===== src/rtl/multi_lane_hit_judge_pkg.sv =====
// Shared types and constants for the multi-lane hit judge.
//   grade_e      : press grade reported per lane (NONE/OK/GREAT/PERFECT)
//   lane_state_e : per-lane window state (IDLE/OPEN)
//   PTS_*        : points awarded per grade, single BCD digit
//   pts_of()     : grade -> BCD points digit
package gv_judge_pkg;

    typedef enum logic [1:0] {
        NONE    = 2'd0,
        OK      = 2'd1,
        GREAT   = 2'd2,
        PERFECT = 2'd3
    } grade_e;

    typedef enum logic {
        IDLE = 1'b0,
        OPEN = 1'b1
    } lane_state_e;

    localparam logic [3:0] PTS_OK      = 4'd1;
    localparam logic [3:0] PTS_GREAT   = 4'd3;
    localparam logic [3:0] PTS_PERFECT = 4'd5;

    function automatic logic [3:0] pts_of(input grade_e g);
        case (g)
            PERFECT: return PTS_PERFECT;
            GREAT:   return PTS_GREAT;
            OK:      return PTS_OK;
            default: return 4'd0;
        endcase
    endfunction

endpackage


===== src/rtl/multi_lane_hit_judge_if.sv =====
// Bus between the note scroller / press debouncers (master) and the judge (slave).
//   score_clr, note_open[LANES], pushed[LANES]         : master -> judge
//   score, num_misses, combo (BCD), judge_vld,
//   judge_grade[2*LANES], hit_flash, miss_flash        : judge -> master
interface multi_lane_hit_judge_if #(
    parameter int LANES  = 4,
    parameter int DIGITS = 4
);
    logic                  score_clr;
    logic [LANES-1:0]      note_open;
    logic [LANES-1:0]      pushed;
    logic [4*DIGITS-1:0]   score;
    logic [4*DIGITS-1:0]   num_misses;
    logic [4*DIGITS-1:0]   combo;
    logic                  judge_vld;
    logic [2*LANES-1:0]    judge_grade;
    logic [LANES-1:0]      hit_flash;
    logic [LANES-1:0]      miss_flash;

    modport master (
        output score_clr, note_open, pushed,
        input  score, num_misses, combo, judge_vld, judge_grade, hit_flash, miss_flash
    );

    modport slave (
        input  score_clr, note_open, pushed,
        output score, num_misses, combo, judge_vld, judge_grade, hit_flash, miss_flash
    );
endinterface


===== src/rtl/multi_lane_hit_judge_bcd_add_sat.sv =====
// bcd_add_sat: combinational DIGITS-digit BCD adder, result saturates at all 9s.
//   a, b : BCD operands (assumed valid BCD)
//   sum  : a + b, or all 9s on overflow out of the top digit
module bcd_add_sat
    import gv_judge_pkg::*;
#(
    parameter int DIGITS = 4
) (
    input  logic [4*DIGITS-1:0] a,
    input  logic [4*DIGITS-1:0] b,
    output logic [4*DIGITS-1:0] sum
);

    logic [4*DIGITS-1:0] raw;
    logic                carry;
    logic [4:0]          dsum;

    always_comb begin
        raw   = '0;
        carry = 1'b0;
        dsum  = '0;
        for (int d = 0; d < DIGITS; d++) begin
            dsum = {1'b0, a[4*d +: 4]} + {1'b0, b[4*d +: 4]} + {4'b0, carry};
            if (dsum > 5'd9) begin
                // +6 skips the six unused codes; the low nibble is the corrected digit
                raw[4*d +: 4] = 4'(dsum + 5'd6);
                carry         = 1'b1;
            end else begin
                raw[4*d +: 4] = dsum[3:0];
                carry         = 1'b0;
            end
        end
        sum = carry ? {DIGITS{4'h9}} : raw;
    end

endmodule


===== src/rtl/multi_lane_hit_judge.sv =====
// multi_lane_hit_judge: per-lane timed hit windows, press grading, BCD score,
// miss count and combo, per-lane hit/miss flashes.
//   clk, n_rst : clock, asynchronous active-low reset
//   bus        : multi_lane_hit_judge_if.slave (inputs score_clr/note_open/pushed,
//                outputs score/num_misses/combo/judge_vld/judge_grade/flashes)
//
// Lane FSM states:
//   state | meaning
//   IDLE  | no window; a press here is a stray miss
//   OPEN  | window running, cnt_q = cycles since the early edge (0 .. 2*WIN_OK)
//
// Pipeline: lane events are registered into judge_vld/grade/miss (t+1), and the
// registered copy feeds the BCD adders for score/misses/combo (t+2).
module multi_lane_hit_judge
    import gv_judge_pkg::*;
#(
    parameter int LANES       = 4,
    parameter int WIN_OK      = 1100000,
    parameter int WIN_GREAT   = 400000,
    parameter int WIN_PERFECT = 200000,
    parameter int FLASH_CYC   = 1000000,
    parameter int DIGITS      = 4
) (
    input  logic                  clk,
    input  logic                  n_rst,
    multi_lane_hit_judge_if.slave bus
);

    localparam int CW = $clog2(2*WIN_OK + 1);
    localparam int FW = $clog2(FLASH_CYC + 1);
    localparam int NW = 4*DIGITS;

    localparam logic [CW-1:0] K_OK    = CW'(WIN_OK);
    localparam logic [CW-1:0] K_GREAT = CW'(WIN_GREAT);
    localparam logic [CW-1:0] K_PERF  = CW'(WIN_PERFECT);
    localparam logic [CW-1:0] K_END   = CW'(2*WIN_OK);
    localparam logic [FW-1:0] K_FLASH = FW'(FLASH_CYC);

    function automatic grade_e grade_at(input logic [CW-1:0] c);
        logic [CW-1:0] d;
        d = (c >= K_OK) ? (c - K_OK) : (K_OK - c);
        if (d <= K_PERF)       return PERFECT;
        else if (d <= K_GREAT) return GREAT;
        else                   return OK;
    endfunction

    logic [LANES-1:0]   hit_c, miss_c;
    logic [2*LANES-1:0] grade_c;
    logic               vld_q;
    logic [2*LANES-1:0] grade_q;
    logic [LANES-1:0]   miss_q;
    logic [LANES-1:0]   hit_flash_v, miss_flash_v;

    for (genvar i = 0; i < LANES; i++) begin : g_lane
        lane_state_e   state_q, state_d;
        logic [CW-1:0] cnt_q, cnt_d;
        logic          hit_l, miss_l;
        grade_e        grade_l;
        logic [FW-1:0] hit_fc, miss_fc;

        always_ff @(posedge clk or negedge n_rst) begin
            if (!n_rst) begin
                state_q <= IDLE;
                cnt_q   <= '0;
            end else begin
                state_q <= state_d;
                cnt_q   <= cnt_d;
            end
        end

        always_comb begin
            state_d = state_q;
            cnt_d   = cnt_q;
            hit_l   = 1'b0;
            miss_l  = 1'b0;
            grade_l = NONE;
            if (bus.score_clr) begin
                state_d = IDLE;
                cnt_d   = '0;
            end else begin
                case (state_q)
                    IDLE: begin
                        if (bus.note_open[i] && bus.pushed[i]) begin
                            // window opens and is consumed at once, graded at cnt=0
                            hit_l   = 1'b1;
                            grade_l = grade_at('0);
                        end else if (bus.note_open[i]) begin
                            state_d = OPEN;
                            cnt_d   = '0;
                        end else if (bus.pushed[i]) begin
                            miss_l = 1'b1;
                        end
                    end
                    OPEN: begin
                        if (bus.pushed[i]) begin
                            // the press belongs to the running window; a coincident
                            // note_open starts the next window fresh
                            hit_l   = 1'b1;
                            grade_l = grade_at(cnt_q);
                            state_d = bus.note_open[i] ? OPEN : IDLE;
                            cnt_d   = '0;
                        end else if (bus.note_open[i]) begin
                            miss_l = 1'b1;
                            cnt_d  = '0;
                        end else if (cnt_q == K_END) begin
                            miss_l  = 1'b1;
                            state_d = IDLE;
                            cnt_d   = '0;
                        end else begin
                            cnt_d = cnt_q + CW'(1);
                        end
                    end
                    default: begin
                        state_d = IDLE;
                        cnt_d   = '0;
                    end
                endcase
            end
        end

        assign hit_c[i]          = hit_l;
        assign miss_c[i]         = miss_l;
        assign grade_c[2*i +: 2] = grade_l;

        always_ff @(posedge clk or negedge n_rst) begin
            if (!n_rst) begin
                hit_fc  <= '0;
                miss_fc <= '0;
            end else if (bus.score_clr) begin
                hit_fc  <= '0;
                miss_fc <= '0;
            end else begin
                if (hit_l)              hit_fc <= K_FLASH;
                else if (hit_fc != '0)  hit_fc <= hit_fc - FW'(1);
                if (miss_l)             miss_fc <= K_FLASH;
                else if (miss_fc != '0) miss_fc <= miss_fc - FW'(1);
            end
        end

        assign hit_flash_v[i]  = (hit_fc != '0);
        assign miss_flash_v[i] = (miss_fc != '0);
    end

    always_ff @(posedge clk or negedge n_rst) begin
        if (!n_rst) begin
            vld_q   <= 1'b0;
            grade_q <= '0;
            miss_q  <= '0;
        end else if (bus.score_clr) begin
            vld_q   <= 1'b0;
            grade_q <= '0;
            miss_q  <= '0;
        end else begin
            vld_q   <= |(hit_c | miss_c);
            grade_q <= grade_c;
            miss_q  <= miss_c;
        end
    end

    // Per-lane points summed through a chain of BCD adders
    logic [LANES:0][NW-1:0] lane_acc;
    assign lane_acc[0] = '0;

    for (genvar i = 0; i < LANES; i++) begin : g_sum
        logic [NW-1:0] pts_bcd;
        assign pts_bcd = {{(NW-4){1'b0}}, pts_of(grade_e'(grade_q[2*i +: 2]))};
        bcd_add_sat #(.DIGITS(DIGITS)) u_lane_add (
            .a   (lane_acc[i]),
            .b   (pts_bcd),
            .sum (lane_acc[i+1])
        );
    end

    logic [3:0] hit_cnt, miss_cnt;
    always_comb begin
        hit_cnt  = '0;
        miss_cnt = '0;
        for (int i = 0; i < LANES; i++) begin
            hit_cnt  = hit_cnt  + {3'b0, (grade_q[2*i +: 2] != 2'b00)};
            miss_cnt = miss_cnt + {3'b0, miss_q[i]};
        end
    end

    logic [NW-1:0] score_q, misses_q, combo_q;
    logic [NW-1:0] score_sum, misses_sum, combo_sum;

    bcd_add_sat #(.DIGITS(DIGITS)) u_score_add (
        .a   (score_q),
        .b   (lane_acc[LANES]),
        .sum (score_sum)
    );

    bcd_add_sat #(.DIGITS(DIGITS)) u_miss_add (
        .a   (misses_q),
        .b   ({{(NW-4){1'b0}}, miss_cnt}),
        .sum (misses_sum)
    );

    bcd_add_sat #(.DIGITS(DIGITS)) u_combo_add (
        .a   (combo_q),
        .b   ({{(NW-4){1'b0}}, hit_cnt}),
        .sum (combo_sum)
    );

    always_ff @(posedge clk or negedge n_rst) begin
        if (!n_rst) begin
            score_q  <= '0;
            misses_q <= '0;
            combo_q  <= '0;
        end else if (bus.score_clr) begin
            score_q  <= '0;
            misses_q <= '0;
            combo_q  <= '0;
        end else begin
            score_q  <= score_sum;
            misses_q <= misses_sum;
            // any miss in the cycle breaks the combo, even alongside hits
            combo_q  <= (|miss_q) ? '0 : combo_sum;
        end
    end

    assign bus.score       = score_q;
    assign bus.num_misses  = misses_q;
    assign bus.combo       = combo_q;
    assign bus.judge_vld   = vld_q;
    assign bus.judge_grade = grade_q;
    assign bus.hit_flash   = hit_flash_v;
    assign bus.miss_flash  = miss_flash_v;

endmodule


===== src/flat_wrapper.sv =====
// flat-port wrapper written by rule: the top's interface ports become plain ports
module multi_lane_hit_judge_flat import gv_judge_pkg::*;
#(
    parameter int LANES       = 4,
    parameter int WIN_OK      = 1100000,
    parameter int WIN_GREAT   = 400000,
    parameter int WIN_PERFECT = 200000,
    parameter int FLASH_CYC   = 1000000,
    parameter int DIGITS      = 4
)
  (clk, n_rst, bus_score_clr, bus_note_open, bus_pushed, bus_score, bus_num_misses, bus_combo, bus_judge_vld, bus_judge_grade, bus_hit_flash, bus_miss_flash);
  multi_lane_hit_judge_if #(.LANES(LANES), .DIGITS(DIGITS)) bus_i ();
  input  logic clk;
  input  logic n_rst;
  input wire logic [$bits(bus_i.score_clr)-1:0] bus_score_clr;
  input wire logic [$bits(bus_i.note_open)-1:0] bus_note_open;
  input wire logic [$bits(bus_i.pushed)-1:0] bus_pushed;
  output wire logic [$bits(bus_i.score)-1:0] bus_score;
  output wire logic [$bits(bus_i.num_misses)-1:0] bus_num_misses;
  output wire logic [$bits(bus_i.combo)-1:0] bus_combo;
  output wire logic [$bits(bus_i.judge_vld)-1:0] bus_judge_vld;
  output wire logic [$bits(bus_i.judge_grade)-1:0] bus_judge_grade;
  output wire logic [$bits(bus_i.hit_flash)-1:0] bus_hit_flash;
  output wire logic [$bits(bus_i.miss_flash)-1:0] bus_miss_flash;
  assign bus_i.score_clr = bus_score_clr;
  assign bus_i.note_open = bus_note_open;
  assign bus_i.pushed = bus_pushed;
  assign bus_score = bus_i.score;
  assign bus_num_misses = bus_i.num_misses;
  assign bus_combo = bus_i.combo;
  assign bus_judge_vld = bus_i.judge_vld;
  assign bus_judge_grade = bus_i.judge_grade;
  assign bus_hit_flash = bus_i.hit_flash;
  assign bus_miss_flash = bus_i.miss_flash;
  multi_lane_hit_judge #(.LANES(LANES), .WIN_OK(WIN_OK), .WIN_GREAT(WIN_GREAT), .WIN_PERFECT(WIN_PERFECT), .FLASH_CYC(FLASH_CYC), .DIGITS(DIGITS)) u_core (.clk(clk), .n_rst(n_rst), .bus(bus_i));
endmodule

===== config.mk =====
export PLATFORM = sky130hd
export DESIGN_NAME = multi_lane_hit_judge_flat
export DESIGN_NICKNAME = d
export VERILOG_FILES = /design/src/rtl/multi_lane_hit_judge_pkg.sv /design/src/rtl/multi_lane_hit_judge_if.sv /design/src/rtl/multi_lane_hit_judge_bcd_add_sat.sv /design/src/rtl/multi_lane_hit_judge.sv /design/src/flat_wrapper.sv
export SDC_FILE = /design/constraint.sdc
export NUM_CORES = 1
export LEC_CHECK = 0
export ABC_AREA = 1
export CORE_ASPECT_RATIO = 0.5
export CORE_UTILIZATION = 53
export DETAILED_ROUTE_END_ITERATION = 7
export PLACE_DENSITY = 0.69
export SLEW_MARGIN = 20
export SYNTH_ARGS = -nofsm -noshare
export SYNTH_HDL_FRONTEND = slang
export SYNTH_SLANG_ARGS = --single-unit

===== constraint.sdc =====
create_clock -name clk -period 10.4 [get_ports clk]
set_input_delay 2.08 -clock clk [delete_from_list [all_inputs] [get_ports clk]]
set_output_delay 2.08 -clock clk [all_outputs]
set_load 0.01 [all_outputs]

# After elaboration in Yosys (flattened, before gate mapping)

Cells that the tools add are included.

Order comparisons: 40
Reduce and logical (&&, ||, !) cells: 30
Equal/unequal tests: 24
Add/sub/neg operators: 81
Bitwise gates (word level): 5
Muxes and demuxes: 222

Operator list:

| cell                                                              | number |
|---|---|
| 2-to-1 mux 22 bit                                                 | 28 |
| 2-to-1 mux 20 bit                                                 | 24 |
| 2-to-1 mux 16 bit                                                 | 11 |
| case mux 22 bit (2 select lines)                                  | 4 |
| nonzero test 20 bit                                               | 8 |
| subtractor 20 x 1 -> 20 bit (second input constant)               | 8 |
| > comparator 5 x 4 -> 1 bit (second input constant)               | 24 |
| 2-to-1 mux 4 bit                                                  | 29 |
| adder 4 x 3 -> 4 bit (second input constant)                      | 25 |
| 2-to-1 mux 1 bit                                                  | 93 |
| adder 22 x 1 -> 22 bit (second input constant)                    | 4 |
| equality test 22 bit (second input constant)                      | 4 |
| >= comparator 22 x 21 -> 1 bit (second input constant)            | 4 |
| less-or-equal comparator 22 x 18 -> 1 bit (second input constant) | 4 |
| less-or-equal comparator 22 x 19 -> 1 bit (second input constant) | 4 |
| subtractor 21 x 22 -> 22 bit (first input constant)               | 4 |
| subtractor 22 x 21 -> 22 bit (second input constant)              | 4 |
| adder 4 x 1 -> 5 bit                                              | 15 |
| case mux 3 bit (3 select lines)                                   | 4 |
| adder 4 x 4 -> 5 bit                                              | 6 |
| 2-to-1 mux 2 bit                                                  | 12 |
| inequality test 3 bit (second input constant)                     | 8 |
| case mux 1 bit (2 select lines)                                   | 12 |
| nonzero test 3 bit                                                | 8 |
| 17 further kinds                                                  | 55 |

Output and inout port bits: 65
Register bits after elaboration: 313
Logic and storage cells: 424
Input bits: 11

# Longest topological paths before layout

Depth after elaboration: 64
Gate-level depth with buffers: 58
Depth with buffers taken out: 58

# Modules after synthesis

A second synthesis with hierarchy kept.

Cell total of the unflattened synthesis: 4562
Area total of the unflattened synthesis: 29668.5 um^2

Modules (own cells, without submodules):

| module                                        | cells an instance | times used | sequential area each (um^2) | area an instance (um^2) |
|---|---|---|---|---|
| multi_lane_hit_judge                          | 3526              | 1          | 7832.5                      | 23237.3 |
| bcd_add_sat at u_core.g_sum[2].u_lane_add ... | 148               | 5          | 0.0                         | 915.9 |
| bcd_add_sat at u_core.g_sum[0].u_lane_add ... | 148               | 2          | 0.0                         | 925.9 |

# Worst setup path after synthesis

No wires, ideal clock.

Path kind: reg-to-reg
From: register u_core.grade_q[3] (netlist: u_core.bus.judge_grade[3])
To: register u_core.score_q[10] (netlist: u_core.bus.score[10])
Required time: 10.323 ns
Arrival time: 9.248 ns
Setup slack: 1.075 ns
Period minus slack after synthesis: 9.325 ns
Cell stages (with the launch flop): 54
Buffers on the path: 0
Setup time: 0.077 ns
Cell sequence: dfrtp_1 > or2_2 > ha_1 > inv_1 > fa_1 > ha_1 > inv_1 > ha_1 > nand2_1 > inv_1 > nand2_1 > o21ai_0 > ha_1 > a21o_1 > a21oi_1 > xnor2_1 > inv_1 > nand2_1 > [18 not listed] > xnor2_1 > inv_1 > nand2_1 > nand2_1 > nand2_1 > ha_1 > ha_1 > xnor2_1 > a21o_1 > nand2_1 > ha_1 > ha_1 > xnor2_1 > a21oi_1 > a31oi_1 > nand2_1 > a31o_2 > a21oi_1

Word-level cells in the longest chain between the ends: 55
Elaborated cells on any way between the ends: 86
Those cells by class: add/sub (32); order compare (16); eq/ne (3); mux (35)

RTL lines:

| element                                                                    | line                                   | RTL |
|---|---|---|
| start, declared                                                            | multi_lane_hit_judge.sv:50             | `logic [2*LANES-1:0] grade_q;` |
| start signal, assigned                                                     | multi_lane_hit_judge.sv:155            | `grade_q <= grade_c;` |
| equality test 2 x 1 -> 1 bit / equality test 2 bit (equally long branches) | multi_lane_hit_judge_pkg.sv:25         | `case (g)` |
| case mux 3 bit (3 select lines) (*)                                        | multi_lane_hit_judge_pkg.sv:25         |  |
| adder 4 x 3 -> 5 bit (*)                                                   | multi_lane_hit_judge_bcd_add_sat.sv:23 | `dsum = {1'b0, a[4*d +: 4]} + {1'b0, b[4*d +: 4]} + {4'b0, carry};` |
| > comparator 5 x 4 -> 1 bit                                                | multi_lane_hit_judge_bcd_add_sat.sv:24 | `if (dsum > 5'd9) begin` |
| 2-to-1 mux 1 bit                                                           | multi_lane_hit_judge_bcd_add_sat.sv:24 |  |
| adder 4 x 1 -> 5 bit                                                       | multi_lane_hit_judge_bcd_add_sat.sv:23 |  |
| > comparator 5 x 4 -> 1 bit                                                | multi_lane_hit_judge_bcd_add_sat.sv:24 |  |
| 2-to-1 mux 1 bit                                                           | multi_lane_hit_judge_bcd_add_sat.sv:24 |  |
| [39 not listed]                                                            | --                                     |  |
| adder 5 x 1 -> 5 bit                                                       | multi_lane_hit_judge_bcd_add_sat.sv:23 |  |
| > comparator 5 x 4 -> 1 bit                                                | multi_lane_hit_judge_bcd_add_sat.sv:24 |  |
| 2-to-1 mux 1 bit                                                           | multi_lane_hit_judge_bcd_add_sat.sv:24 |  |
| adder 5 x 1 -> 5 bit                                                       | multi_lane_hit_judge_bcd_add_sat.sv:23 |  |
| > comparator 5 x 4 -> 1 bit                                                | multi_lane_hit_judge_bcd_add_sat.sv:24 |  |
| 2-to-1 mux 1 bit                                                           | multi_lane_hit_judge_bcd_add_sat.sv:24 |  |
| 2-to-1 mux 16 bit (*)                                                      | multi_lane_hit_judge_bcd_add_sat.sv:33 | `sum = carry ? {DIGITS{4'h9}} : raw;` |
| 2-to-1 mux 16 bit (*)                                                      | multi_lane_hit_judge.sv:210            | `end else if (bus.score_clr) begin` |
| end signal, assigned                                                       | multi_lane_hit_judge.sv:215            | `score_q <= score_sum;` |
| end, declared                                                              | multi_lane_hit_judge.sv:184            | `logic [NW-1:0] score_q, misses_q, combo_q;` |

Every way passes the cells marked *; elsewhere a longest branch is shown, timed or not.
A chain may end at the register's enable or synchronous reset.

# Final worst setup path

Ends and elaborated chain as after synthesis.

==> results.txt <==
Status = finished clean
Int Pwr = 2.87 mW
Switching pwr = 1.81 mW
Via count = 23,500
Primary FF master, synth = dfrtp_1
Cell mode on critical path = nand2_1
Final min period = 9560 ps
Filler cell count in the final layout = 4,292
Total Routing Usage GR = 27.3%
Startpoint of the most critical hold path = u_core.g_lane[2].miss_fc[13]$_DFFE_PN0P_
Start of the worst register-to-register path = u_core.bus.judge_grade[3]$_DFF_PN0_
Fraction of final layout cells sized beyond drive strength 1 = 5.92%
Worst R2R End = u_core.bus.score[10]$_DFF_PN0_
Met1 GRT Util = 38.8%
Hold Path Depth = 1
Inserted Clock Buffers = 34
Critical setup path kind = register to register
Final Routed Wirelength = 64.0 mm
Share of Yosys cell area claimed by the top area cell type = 31.8%
Post-synth EDFFs = 0
Clock transition at the register clock pins on the worst setup and hold paths after CTS = 70 ps
GRT overflow = 0
Maximum net fanout on the critical path = 8
Flop and latch count out of synthesis = 313
Horizontal die dimension = 307 um
DRC Markers = 0
Post-synthesis to final-layout area growth = 9.47%
Number of buffers inserted by port buffering = 75
Average wire per cell in the routed design = 14.7 um
Fmax = 0.105 GHz
Fraction of synthesis flops using an asynchronous set or reset pin = 100%
Leading cell types by total area after synthesis = dfrtp_1 32%, nand2_1 14%, nor2_1 8.0%
Placement row count = 55
Worst-path cell with the longest stage delay = fa_2
Met2 track demand over resource in global routing = 44.6%
MaxCap Viol Count = 0
Critical Path RT = 10,860 ps
Via density per instance = 5.42
Final number of hold-violating endpoints = 0
Min-Delay Path Class = register to register
Final antenna diode count = 0
Combined area of all synthesized cells = 24,600 um2
Starting Density = 54.1%
Area leader, netlist = dfrtp_1
Clock sink total = 313
Hold buffer count at cts = 0
Fraction of power consumed by sequential logic = 37.2%
Fin nets = 3,808
Relative max-transition margin = 35.4%
Critical Path Sink Type = register
Worst hold endpoint = u_core.g_lane[2].miss_fc[13]$_DFFE_PN0P_
Count of TritonRoute iterations in the first routing pass = 7
Synth cell types = 67
Vertical die dimension = 154 um
Leakage power = 13.6 nW
Net switching share of the total power = 38.6%
Buffer levels on the longest clock path = 3
Top Usage Layer GRT = met2
Clock tree from TritonCTS = done
Combinational group share of total power = 34.4%
CORE AREA = 45,600 um2
Fraction of power consumed by the clock network = 28.3%
Depth of the worst register-to-register path = 53
Initial antenna violation count = 0
Net count after synthesis = 3,769
First-pass GRT wire length = 108 mm
Floorplan die area = 47,400 um2
Portion of the post-synthesis area used by sequential elements = 31.8%
Synthesized area divided by synthesized cell count = 6.74 um2
Power per unit of standard cell area = 174 nW/um2
Number of nets with antenna violations after detailed routing = 0
Final HPWL DP = 48.1 mm
Final number of max-transition violations = 0
Skew-Pair Late Insertion Delay = 540 ps
Root buffer selected by CTS = clkbuf_16
Transition time at the pin with the least slew margin = 968 ps
Maximum number of pins on one net before global-route repair = 73
Number of global-route vias before repair = 21,700
Clock tree skew after final layout = 21.0 ps
Number of H-tree branching levels = 2
Part of the cycle the worst path needs = 91.9%
Max IR drop VDD = 0.112 mV
Setup TNS = 0 ps
Final hold slack = 483 ps
Drt first-iter violations = 2,050
Setup Viol. Count Final = 0
Placer's final routability congestion estimate = 0.969
Flop2flop setup slack = 840 ps
I/O pin count = 76
Global-route met3 utilization = 3.27%
Count of mapped cells out of synthesis = 3,655
Ys Warns = 0
Arrival time at the worst endpoint = 10,020 ps
Startpoint type of the worst setup path = register
Critical Path Max Stage Delay = 470 ps
[registers in the layout, summed over array words and instances (netlist names)]
signal	flops
u_core.bus.combo	16
u_core.bus.score	16
u_core.g_lane.hit_fc	80
u_core.g_lane.miss_fc	80
u_core.bus.judge_grade	8
u_core.g_lane.cnt_q	88
u_core.miss_q	4
u_core.bus.judge_vld	1
u_core.g_lane.state_q	4
u_core.bus.num_misses	16
[power by group through the flow]
| stage | sequential (mW) | combinational (mW) | clock, mW |
|---|---|---|---|
| 2_1_floorplan | 1.70 | 1.26 | 0 |
| 3_3_place_gp | 1.75 | 1.56 | 0 |
| 3_5_place_dp | 1.75 | 1.60 | 0 |
| 4_1_cts | 1.74 | 1.61 | 1.36 |
| 5_1_grt | 1.79 | 1.88 | 1.40 |
| 6_report | 1.74 | 1.61 | 1.33 |
[cell type report]
type / count / area, um2 / area share, %
tap: 627 / 785 / 2.91
inverter: 490 / 1860 / 6.89
clock buffer: 47 / 981 / 3.64
multi-input combinational: 2768 / 14500 / 53.6
clock inverter: 14 / 216 / 0.803
sequential: 313 / 7830 / 29.0
timing repair buffer: 87 / 841 / 3.12
[worst max-delay path: cells and delay by family (launching register included)]
family | cells | cell delay (ps)
and+or+nand+nor | 17 | 2180
xor gates and xnor gates | 7 | 1310
buffers and inverters | 8 | 700
adders and majority gates | 13 | 3700
DFF | 1 | 400
AOI/OAI and AO/OA | 8 | 1160
[synthesized netlist by cell type (all sizes together) (15+ instances only)]
cell type  count
nand2        953
nor2         567
inv          481
dfrtp        313
nand3        256
a21oi        190
o21ai        133
xor2         124
nor3         118
ha            92
buf           69
nand4         66
nor4          43
a31oi         37
a211oi        35
o22ai         24
xnor2         23
clkbuf        15
[per-layer routing]
| layer | routed length (um) | part of all wire (%) |
|---|---|---|
| met1 | 30800 | 48 |
| met3 | 3260 | 5.1 |
| met2 | 28900 | 45 |
| met5 | 0 | 0 |
| met4 | 1140 | 1.8 |
[timing repair]
item / 4_1_cts / 5_1_grt
resized for setup: 0 / 16
buffers inserted: 0 / 1
setup endpoints to repair: 0 / 15
endpoints found under the hold margin: 0 / 0
[cell families after synthesis]
family	Yosys count	synth area share, %
adder cells (fa/ha/maj)	103	5.57
multiplexers	2	0.0813
AO/OA/AOI/OAI	476	11.2
XOR/XNOR	147	5.23
AND/OR/NAND/NOR	2040	36.3
flip-flops	313	31.8
buffers and inverters	574	9.78
[layout by cell type (no fill, tap or decap), types with 12 or more instances in the layout]
cell type        netlist  final
a211oi_1              35     35
a21oi_1              186    186
a31oi_1               37     37
buf_4                 20     12
clkbuf_16              0     35
clkdlybuf4s50_1        0     73
dfrtp_1              313    313
ha_1                  92     91
inv_1                453    452
inv_2                 24     25
nand2_1              926    921
nand2_2               21     26
nand3_1              248    247
nand3b_1              12     12
nand4_1               65     65
nor2_1               525    525
nor2_2                22     22
nor2_4                17     17
nor3_1               113    113
nor4_1                40     40
o21ai_0              113    112
o21ai_1               16     16
o22ai_1               24     24
xnor2_1               23     20
xor2_1               124    123
[metrics by stage]
stage	instances	instance area (um2)	power, mW	util (%)	worst slack [ps]
floorplan	3655	24600	2.96	-	1070
global placement	4284	25700	3.31	56.4	650
detailed placement	4284	25700	3.35	56.4	314
CTS	4345	26900	4.70	59.1	238
global route	4346	27000	5.06	59.2	-1.24
finish	4346	27000	4.69	59.2	841
[worst max path at each step]
stage,slack (ps),cells after the start,start,end
floorplan,1070,53,u_core.bus.judge_grade[3]$_DFF_PN0_,u_core.bus.score[10]$_DFF_PN0_
global placement,650,54,u_core.bus.judge_grade[3]$_DFF_PN0_,u_core.bus.score[10]$_DFF_PN0_
detailed placement,310,54,u_core.bus.judge_grade[3]$_DFF_PN0_,u_core.bus.score[10]$_DFF_PN0_
CTS,240,54,u_core.bus.judge_grade[3]$_DFF_PN0_,u_core.bus.score[10]$_DFF_PN0_
global route,-1,56,u_core.bus.judge_grade[3]$_DFF_PN0_,u_core.bus.score[10]$_DFF_PN0_
finish,840,53,u_core.bus.judge_grade[3]$_DFF_PN0_,u_core.bus.score[10]$_DFF_PN0_
Power figures use the tool's default switching activity.
